`config.mk`:
```
export PLATFORM = sky130hd
export DESIGN_NAME = seq_div
export DESIGN_NICKNAME = d
export VERILOG_FILES = /design/src/rtl/div_pkg.sv /design/src/rtl/div_step.sv /design/src/rtl/seq_div.sv
export SDC_FILE = /design/constraint.sdc
export NUM_CORES = 1
export LEC_CHECK = 0
export ABC_AREA = 1
export CAP_MARGIN = 5
export CORE_MARGIN = 2
export CORE_UTILIZATION = 45
export CTS_CLUSTER_DIAMETER = 50
export DETAILED_ROUTE_END_ITERATION = 7
export GPL_ROUTABILITY_DRIVEN = 1
export MAX_ROUTING_LAYER = met4
export PLACE_DENSITY = 0.77
export SKIP_LAST_GASP = 1
export SLEW_MARGIN = 5
export SYNTH_ARGS = -nofsm -noshare
export SYNTH_HDL_FRONTEND = slang
export SYNTH_SLANG_ARGS = --single-unit
```
`constraint.sdc`:
```
create_clock -name clk -period 6.1 [get_ports clk]
set_input_delay 1.22 -clock clk [delete_from_list [all_inputs] [get_ports clk]]
set_output_delay 1.22 -clock clk [all_outputs]
set_load 0.02 [all_outputs]
```
`src/rtl/div_pkg.sv`:
```
// -----------------------------------------------------------------------------
// div_pkg
// Shared definitions for the sequential arithmetic blocks (divider today, a
// multiplier later).
//
// Contents:
//   DIV_WIDTH    default operand width
//   div_state_t  control states of the iterative engine: IDLE, CALC, FIX
// -----------------------------------------------------------------------------
package div_pkg;

  // Default operand / result width of the iterative arithmetic blocks.
  localparam int DIV_WIDTH = 32;

  // IDLE : waiting for a request, ready is high
  // CALC : one restoring shift-subtract step per enabled edge
  // FIX  : sign correction and result write-back
  typedef enum logic [1:0] {
    ST_IDLE = 2'd0,
    ST_CALC = 2'd1,
    ST_FIX  = 2'd2
  } div_state_t;

endpackage : div_pkg

```
`src/rtl/div_step.sv`:
```
// -----------------------------------------------------------------------------
// div_step
// One combinational restoring-division step. The partial remainder is shifted
// left by one, the next dividend bit enters at the bottom, and the divisor is
// trial-subtracted in WIDTH+1 bits. If no borrow results, the difference is
// kept and the quotient bit is 1. Otherwise the shifted value is kept
// (restored) and the quotient bit is 0.
//
// Ports:
//   rem_in        current partial remainder (always < divisor, so WIDTH bits)
//   dividend_bit  next dividend bit, MSB first
//   divisor       divisor magnitude
//   rem_out       updated partial remainder
//   q_bit         quotient bit produced by this step
// -----------------------------------------------------------------------------
module div_step
  import div_pkg::*;
#(
  parameter int WIDTH = DIV_WIDTH
) (
  input  logic [WIDTH-1:0] rem_in,
  input  logic             dividend_bit,
  input  logic [WIDTH-1:0] divisor,
  output logic [WIDTH-1:0] rem_out,
  output logic             q_bit
);

  logic [WIDTH:0] shifted;
  logic [WIDTH:0] diff;

  // The shift can carry a 1 into bit WIDTH, so the trial subtraction needs
  // one extra bit. diff[WIDTH] is then the borrow.
  assign shifted = {rem_in, dividend_bit};
  assign diff    = shifted - {1'b0, divisor};
  assign q_bit   = ~diff[WIDTH];

  // Keeping the difference leaves a remainder below the divisor. Restoring
  // keeps the shifted value, which is then also below the divisor. Either
  // way the top bit is zero, so WIDTH bits hold the result.
  assign rem_out = q_bit ? diff[WIDTH-1:0] : shifted[WIDTH-1:0];

endmodule : div_step

```
`src/rtl/seq_div.sv`:
```
// -----------------------------------------------------------------------------
// seq_div
// Iterative restoring divider, signed (DIV) or unsigned (DIVU). Each
// operation takes WIDTH+1 enabled edges from accept to done. The operation
// runs on operand magnitudes, and the signs are applied in a final FIX cycle.
//
// Ports:
//   clk, rst            clock, synchronous active-high reset (beats clk_en)
//   clk_en              when low, all state and outputs hold
//   module_en           when low, start_div is ignored
//   start_div           request; sampled only while ready
//   is_signed           1 = two's-complement division, 0 = unsigned
//   operandA, operandB  dividend, divisor (latched on the accept edge)
//   ready               high only in IDLE
//   done                one-cycle pulse when hi/lo/div0 update
//   hi, lo              remainder, quotient
//   div0                last completed operation had a zero divisor
// -----------------------------------------------------------------------------
module seq_div
  import div_pkg::*;
#(
  parameter int WIDTH     = DIV_WIDTH,
  parameter bit SIGNED_EN = 1'b1
) (
  input  logic             clk,
  input  logic             rst,
  input  logic             clk_en,
  input  logic             module_en,
  input  logic             start_div,
  input  logic             is_signed,
  input  logic [WIDTH-1:0] operandA,
  input  logic [WIDTH-1:0] operandB,
  output logic             ready,
  output logic             done,
  output logic [WIDTH-1:0] hi,
  output logic [WIDTH-1:0] lo,
  output logic             div0
);

  // The counter must reach WIDTH-1. One spare bit keeps the post-increment
  // value from wrapping.
  localparam int                CNT_W    = $clog2(WIDTH) + 1;
  localparam logic [CNT_W-1:0] CNT_LAST = CNT_W'(WIDTH - 1);

  div_state_t       state_reg, state_next;
  logic [CNT_W-1:0] cnt_reg;

  // quo_reg starts as the dividend magnitude. Each CALC step shifts one
  // dividend bit out of the top and one quotient bit in at the bottom, so
  // after WIDTH steps it holds the unsigned quotient.
  logic [WIDTH-1:0] quo_reg;
  logic [WIDTH-1:0] rem_reg;
  logic [WIDTH-1:0] dsr_reg;      // divisor magnitude
  logic [WIDTH-1:0] a_raw_reg;    // dividend as given, returned on divide-by-zero
  logic             neg_q_reg;
  logic             neg_r_reg;
  logic             bzero_reg;

  logic [WIDTH-1:0] hi_reg, lo_reg;
  logic             div0_reg, done_reg;

  logic             signed_mode;
  logic             a_neg, b_neg;
  logic [WIDTH-1:0] a_mag, b_mag;
  logic [WIDTH-1:0] step_rem;
  logic             step_q;
  logic             take_start;

  // ---------------------------------------------------------------------------
  // Signed path. With SIGNED_EN off, signed mode is tied low, the sign logic
  // folds away, and is_signed has no effect.
  // ---------------------------------------------------------------------------
  generate
    if (SIGNED_EN) begin : g_signed
      assign signed_mode = is_signed;
    end else begin : g_unsigned
      assign signed_mode = 1'b0;
    end
  endgenerate

  assign a_neg = signed_mode & operandA[WIDTH-1];
  assign b_neg = signed_mode & operandB[WIDTH-1];

  // The most-negative value maps to itself here. As an unsigned magnitude
  // it is exactly 2^(WIDTH-1), which is the value the engine needs.
  assign a_mag = a_neg ? ('0 - operandA) : operandA;
  assign b_mag = b_neg ? ('0 - operandB) : operandB;

  assign ready      = (state_reg == ST_IDLE);
  assign take_start = module_en & start_div;

  // ---------------------------------------------------------------------------
  // Single restoring step on the current partial remainder.
  // ---------------------------------------------------------------------------
  div_step #(
    .WIDTH(WIDTH)
  ) u_step (
    .rem_in       (rem_reg),
    .dividend_bit (quo_reg[WIDTH-1]),
    .divisor      (dsr_reg),
    .rem_out      (step_rem),
    .q_bit        (step_q)
  );

  // ---------------------------------------------------------------------------
  // Control FSM: state register.
  // ---------------------------------------------------------------------------
  always_ff @(posedge clk) begin
    if (rst) begin
      state_reg <= ST_IDLE;
    end else if (clk_en) begin
      state_reg <= state_next;
    end
  end

  // ---------------------------------------------------------------------------
  // Control FSM: next-state logic. The register above applies clk_en, so
  // this logic only has to decide what the next enabled edge does.
  // ---------------------------------------------------------------------------
  always_comb begin
    state_next = state_reg;
    case (state_reg)
      ST_IDLE: begin
        if (take_start) begin
          state_next = ST_CALC;
        end
      end
      ST_CALC: begin
        if (cnt_reg == CNT_LAST) begin
          state_next = ST_FIX;
        end
      end
      ST_FIX: begin
        state_next = ST_IDLE;
      end
      default: begin
        state_next = ST_IDLE;
      end
    endcase
  end

  // ---------------------------------------------------------------------------
  // Datapath and result registers.
  // ---------------------------------------------------------------------------
  always_ff @(posedge clk) begin
    if (rst) begin
      cnt_reg   <= '0;
      quo_reg   <= '0;
      rem_reg   <= '0;
      dsr_reg   <= '0;
      a_raw_reg <= '0;
      neg_q_reg <= 1'b0;
      neg_r_reg <= 1'b0;
      bzero_reg <= 1'b0;
      hi_reg    <= '0;
      lo_reg    <= '0;
      div0_reg  <= 1'b0;
      done_reg  <= 1'b0;
    end else if (clk_en) begin
      // done is a pulse. Only the FIX edge sets it.
      done_reg <= 1'b0;

      case (state_reg)
        ST_IDLE: begin
          if (take_start) begin
            quo_reg   <= a_mag;
            rem_reg   <= '0;
            dsr_reg   <= b_mag;
            a_raw_reg <= operandA;
            neg_q_reg <= a_neg ^ b_neg;
            neg_r_reg <= a_neg;
            bzero_reg <= (operandB == '0);
            cnt_reg   <= '0;
          end
        end

        ST_CALC: begin
          quo_reg <= {quo_reg[WIDTH-2:0], step_q};
          rem_reg <= step_rem;
          cnt_reg <= cnt_reg + CNT_W'(1);
        end

        ST_FIX: begin
          done_reg <= 1'b1;
          if (bzero_reg) begin
            // A zero divisor bypasses sign fixup. The engine has already
            // produced an all-ones quotient, but the raw dividend is
            // returned rather than its magnitude.
            lo_reg   <= '1;
            hi_reg   <= a_raw_reg;
            div0_reg <= 1'b1;
          end else begin
            lo_reg   <= neg_q_reg ? ('0 - quo_reg) : quo_reg;
            hi_reg   <= neg_r_reg ? ('0 - rem_reg) : rem_reg;
            div0_reg <= 1'b0;
          end
        end

        default: begin
          cnt_reg <= '0;
        end
      endcase
    end
  end

  assign done = done_reg;
  assign hi   = hi_reg;
  assign lo   = lo_reg;
  assign div0 = div0_reg;

endmodule : seq_div

```
# Word level (Yosys, flattened, before mapping)
# Cells that the tools add are included.
# word_totals
regBits	205
latchBits	0
ram_bits	0
rom_bits	0
input_bits	70
output_inout_bits	67
memories	0
# op_classes
n_addsub	6
multipliers	0
n_div	0
magnitude_cmp	0
n_eq_ne	5
shifts	0
n_mux	18
bitwise	6
reduce_logical	8
# op_table
operator	n
$mux W32	9
$pmux W32 S2	2
$sub A1 B32 Y32 const A	4
$sub A33 B32 Y33	1
$logic_not A32 Y1	1
$pmux W6 S3	1
$reduce_and A3 Y1	4
$add A6 B1 Y6 const B	1
$eq A6 B5 Y1 const B	1
$mux W6	1
$mux W2	2
$pmux W2 S2	1
$and A1 B1 Y1	3
$eq A2 B1 Y1 const B	1
$eq A2 B2 Y1 const B	1
$logic_not A2 Y1	1
$mux W1	2
$ne A2 B1 Y1 const B	1
$ne A2 B2 Y1 const B	1
$not A1 Y1	2
$reduce_and A2 Y1	1
$reduce_bool A2 Y1	1
$xor A1 B1 Y1	1

# Longest topological paths before layout
# depth
word_depth	4
mapped_depth	18
mapped_depth_nobuf	17

# Modules after synthesis
# A second synthesis with hierarchy kept.
# hier_totals
cells_unflattened	2429
area_unflattened_um2	14375.0
# by_module_without_submodules
module	instances	cells_each	area_each_um2
seq_div	1	1749	11224.5
div_step	1	680	3150.5

# Worst setup path before layout
# No wires, ideal clock.
# synth_path
path_kind	input port to flip-flop
from	in operandA[1]
to	reg quo_reg[24]
setup_time_ns	0.132
arrival_ns	2.486
required_ns	5.968
path_slack_ns	3.481
cell_stages	11
path_buffers	0
cell_sequence	inv_1 > ha_1 > nand3_1 > o21ai_1 > nand2_1 > a21oi_1 > nand2_1 > o21ai_0 > nand3_1 > nand2_1 > a21oi_1
# synth_between
elab_chain_cells	4
# synth_lines
element	line	rtl
start: declaration	seq_div.sv:31	input logic [WIDTH-1:0] operandA,
$sub A1 B32 Y32	seq_div.sv:86	assign a_mag = a_neg ? ('0 - operandA) : operandA;
$mux W32	seq_div.sv:86	
$mux W32	seq_div.sv:165	if (take_start) begin
$pmux W32 S2	seq_div.sv:163	case (state_reg)
end signal: assignment	seq_div.sv:166	quo_reg <= a_mag;
end signal: assignment	seq_div.sv:178	quo_reg <= {quo_reg[WIDTH-2:0], step_q};
end: declaration	seq_div.sv:51	logic [WIDTH-1:0] quo_reg;
# Every way passes these cells. The select of a mux whose other input is x is not followed.
# A chain may end at the register's enable or synchronous reset.

# Worst setup path in the final report
# layout_path
from	in start_div
to	reg a_raw_reg[19]
# layout_between
elab_chain_cells	2
# layout_lines
element	line	rtl
start: declaration	seq_div.sv:29	input logic start_div,
$and A1 B1 Y1	seq_div.sv:90	assign take_start = module_en & start_div;
$reduce_and A3 Y1 (no source line)	--	
end signal: assignment	seq_div.sv:169	a_raw_reg <= operandA;
end: declaration	seq_div.sv:54	logic [WIDTH-1:0] a_raw_reg;
# Every way passes these cells.

==> flow_summary.yaml <==
timing:
  worst_pin_slew_ns: 1.09
  setup_viol: 0
  hold_ws_ns: 0.460
  rsz0062_at_grt: "false"
  slew_headroom_pct: 27.2
  finClkSkew_ns: 0.0490
  slew_violations: 0
  max_freq_mhz: 267
  min_period_ns: 3.75
  setup_tns_ns: 0
  setup_ws_ns: 2.35
  hold_viol: 0
  min_period_over_period_pct: 61.4
synth:
  yosys.area.top_type: "dfxtp_1"
  synth_area_um2: 14400
  synth_edf_count: 0
  synth_xor_area_share_pct: 2.55
  yosysUniqueCellTypes: 52
  ys_seq_area_share_pct: 28.5
  synth_fa_ha_area_share_pct: 3.35
  syn_nets: 2425
  ys_top_cells_by_area: "dfxtp_1 (28%), nand2_1 (15%), inv_1 (8.7%)"
  synthSimpleGateAreaFrac_pct: 33.8
  synth_compound_gate_area_share_pct: 19.9
  syn_area_per_cell_um2: 6.22
  synth_cells: 2317
  synth_top_family_by_area: "simple AND/OR/NAND/NOR gates"
  synth_top_flop_cell: "dfxtp_1"
  yosys_warnings: 0
  muxShareOfSynthArea_pct: 0
  yosys.area.top_type_share_pct: 28.5
  synthArstFlopShare_pct: 0
  synth-seq-cells: 205
die:
  core-area_um2: 31600
  num_io_pins: 137
  die_w_um: 183
  initial_core_util_pct: 45.7
  die_h_um: 183
  rows: 65
  dieArea_um2: 33500
setup_path:
  cp_top_family: "buffers and inverters"
  crit_required_ns: 6.56
  critPathMaxStageDelay_ns: 0.90
  cp.arrival_ns: 4.21
  r2r_cells: 10
  cpMostUsedCell: "nand2_1"
  crit_buf_inv: 5
  critical_path.max_fanout: 60
  cp_num_cells: 12
  crit_chain: "clkdlybuf4s50_1 -> nand2_1 -> nand2_1 -> nand2_1 -> inv_1 -> nand2_1 -> inv_1 -> nand2_2 -> inv_2 -> buf_4 -> o21ai_0 -> a21oi_1"
  end_kind: "flip-flop"
  path_class: "input pin to flip-flop"
  cp-start-kind: "input pin"
  cpMaxStageDelayCell: "inv_2"
routing:
  remaining_drc_errors: 0
  dr.pass1.iters: 6
  wire_per_inst_um: 17.4
  via_per_inst: 5.55
  drt_wl_total_um: 49100
  postRouteAntennaNets: 0
  vias: 15700
  dr.first_iter.drc_count: 1774
final_layout:
  multiInputGateArea_um2: 8600
  fillCellCount: 3186
  final_area_um2: 16900
  layout-drive-gt1-share_pct: 7.13
  area_growth_pct: 17.2
  fin_cells: 2828
  seqCellArea_um2: 4100
  fin_nets: 2511
  post-route-util_pct: 53.6
run:
  drv_cap: 0
placed_design:
  dp_slack_ns: 1.87
  placed_cells: 2775
  dp_hpwl_um: 37700
  dpl_cell_area_um2: 16000
  place_congestion: 1.02
  portBuffers: 136
power:
  p_int_mw: 2.73
  leakage_nw: 7.72
  finalPower_mw: 4.31
  power_density_nw_per_um2: 255
  swShare_pct: 36.6
  pwr-share-comb_pct: 28.3
  power_switching_mw: 1.58
  clockPowerShare_pct: 37.7
  pwr-share-seq_pct: 34.0
  irDropWorstVdd_v: 0.000216
hold_path:
  min_path_cells: 2
  hold_class: "flip-flop to flip-flop"
clocking:
  cts.reportedPaths.clkPinSlew_ns: 0.06
  clk_path_buf_depth: 3
  cts_tree: "built"
  post-cts-setup-buffers: 0
  cts_sinks: 205
  insertion_delay_ns: 0.57
  clockRootBuffer: "clkbuf_16"
  ctsHoldBuffers: 0
  cts_buffers: 28
  cts_resized: 0
  h-tree-depth: 1
global_route:
  grt_pass1_wl_um: 77800
  grt_pass1_vias: 14400
  grt.total_usage_pct: 29.8
  antenna_found_initial: 1
  grt_max_degree: 69
  gr-total-overflow: 0
run_status:
  status: "finished, final reports clean"
## logic make-up (layout without fill, tap and decap cells)
logic type               Yosys count  after routing
AND/OR/NAND/NOR                 1093           1093
AO/OA/AOI/OAI                    499            499
buffers and inverters            440            548
flip-flops                       205            205
XOR/XNOR                          42             42
adder cells (fa/ha/maj)           38             38
other                              0              1
## path summary, 6_finish.rpt
check | startpoint | endpoint | slack, ns
max | start_div | a_raw_reg[19]$_SDFFE_PP0P_ | 2.35
min reg2reg | a_raw_reg[0]$_SDFFE_PP0P_ | a_raw_reg[0]$_SDFFE_PP0P_ | 0.46
max reg2reg | cnt_reg[0]$_SDFFE_PP0P_ | a_raw_reg[19]$_SDFFE_PP0P_ | 2.78
min | a_raw_reg[0]$_SDFFE_PP0P_ | a_raw_reg[0]$_SDFFE_PP0P_ | 0.46
## placed cells by master, fill, tap and decap left out, drive strengths merged, types with 7 or more instances in the layout
cell and instances:
nand2 621, inv 355, a21oi 230, dfxtp 205, nand3 203, nor2 178
o21ai 163, clkdlybuf4s50 135, ha 37, clkbuf 35, nor3 33, xor2 31
a22oi 29, nand4 28, o211ai 24, a31oi 17, nand3b 15, buf 13
o221ai 12, xnor2 11, o21bai 7, clkinv 7
## power by group through the flow
stage               Sequential [mW]  Combinational (mW)  Clock, mW
floorplan                      1.48               0.854          0
global placement               1.49                1.18          0
detailed placement             1.49                1.19          0
CTS                            1.46                1.20       1.64
global route                   1.47                1.36       1.70
finish                         1.47                1.22       1.62
## worst min-delay path, delay by kind of cell (launching register included)
kind,cells,cell delay [ns]
buffers and inverters,1,0.06
AO/OA/AOI/OAI,1,0.06
flip-flops,1,0.30
## cell type report
cell class	instances	share of cell area (%)
multi-input combinational	1672	50.9
sequential	205	24.3
timing repair buffer	148	8.57
inverter	348	7.73
clock buffer	35	4.48
tap	402	2.98
clock inverter	17	1.06
antenna	1	0.0148
## routing by layer
layer	track usage [%]	part of all wire, %
met3	3.46	7.4
met1	42.6	47
met5	-	0
met2	44.5	43
met4	7.68	2.7
## cell usage after synthesis, types with 21 or more instances
cell,instances
inv_1,335
ha_1,37
clkbuf_1,62
a21oi_1,207
xor2_1,31
nand4_1,28
o211ai_1,24
o21ai_0,154
nor3_1,31
dfxtp_1,205
nor2_1,171
a21oi_2,21
a22oi_1,29
nand2_1,585
nand3_1,181
nand2_2,28
Power figures use the tool's default switching activity.
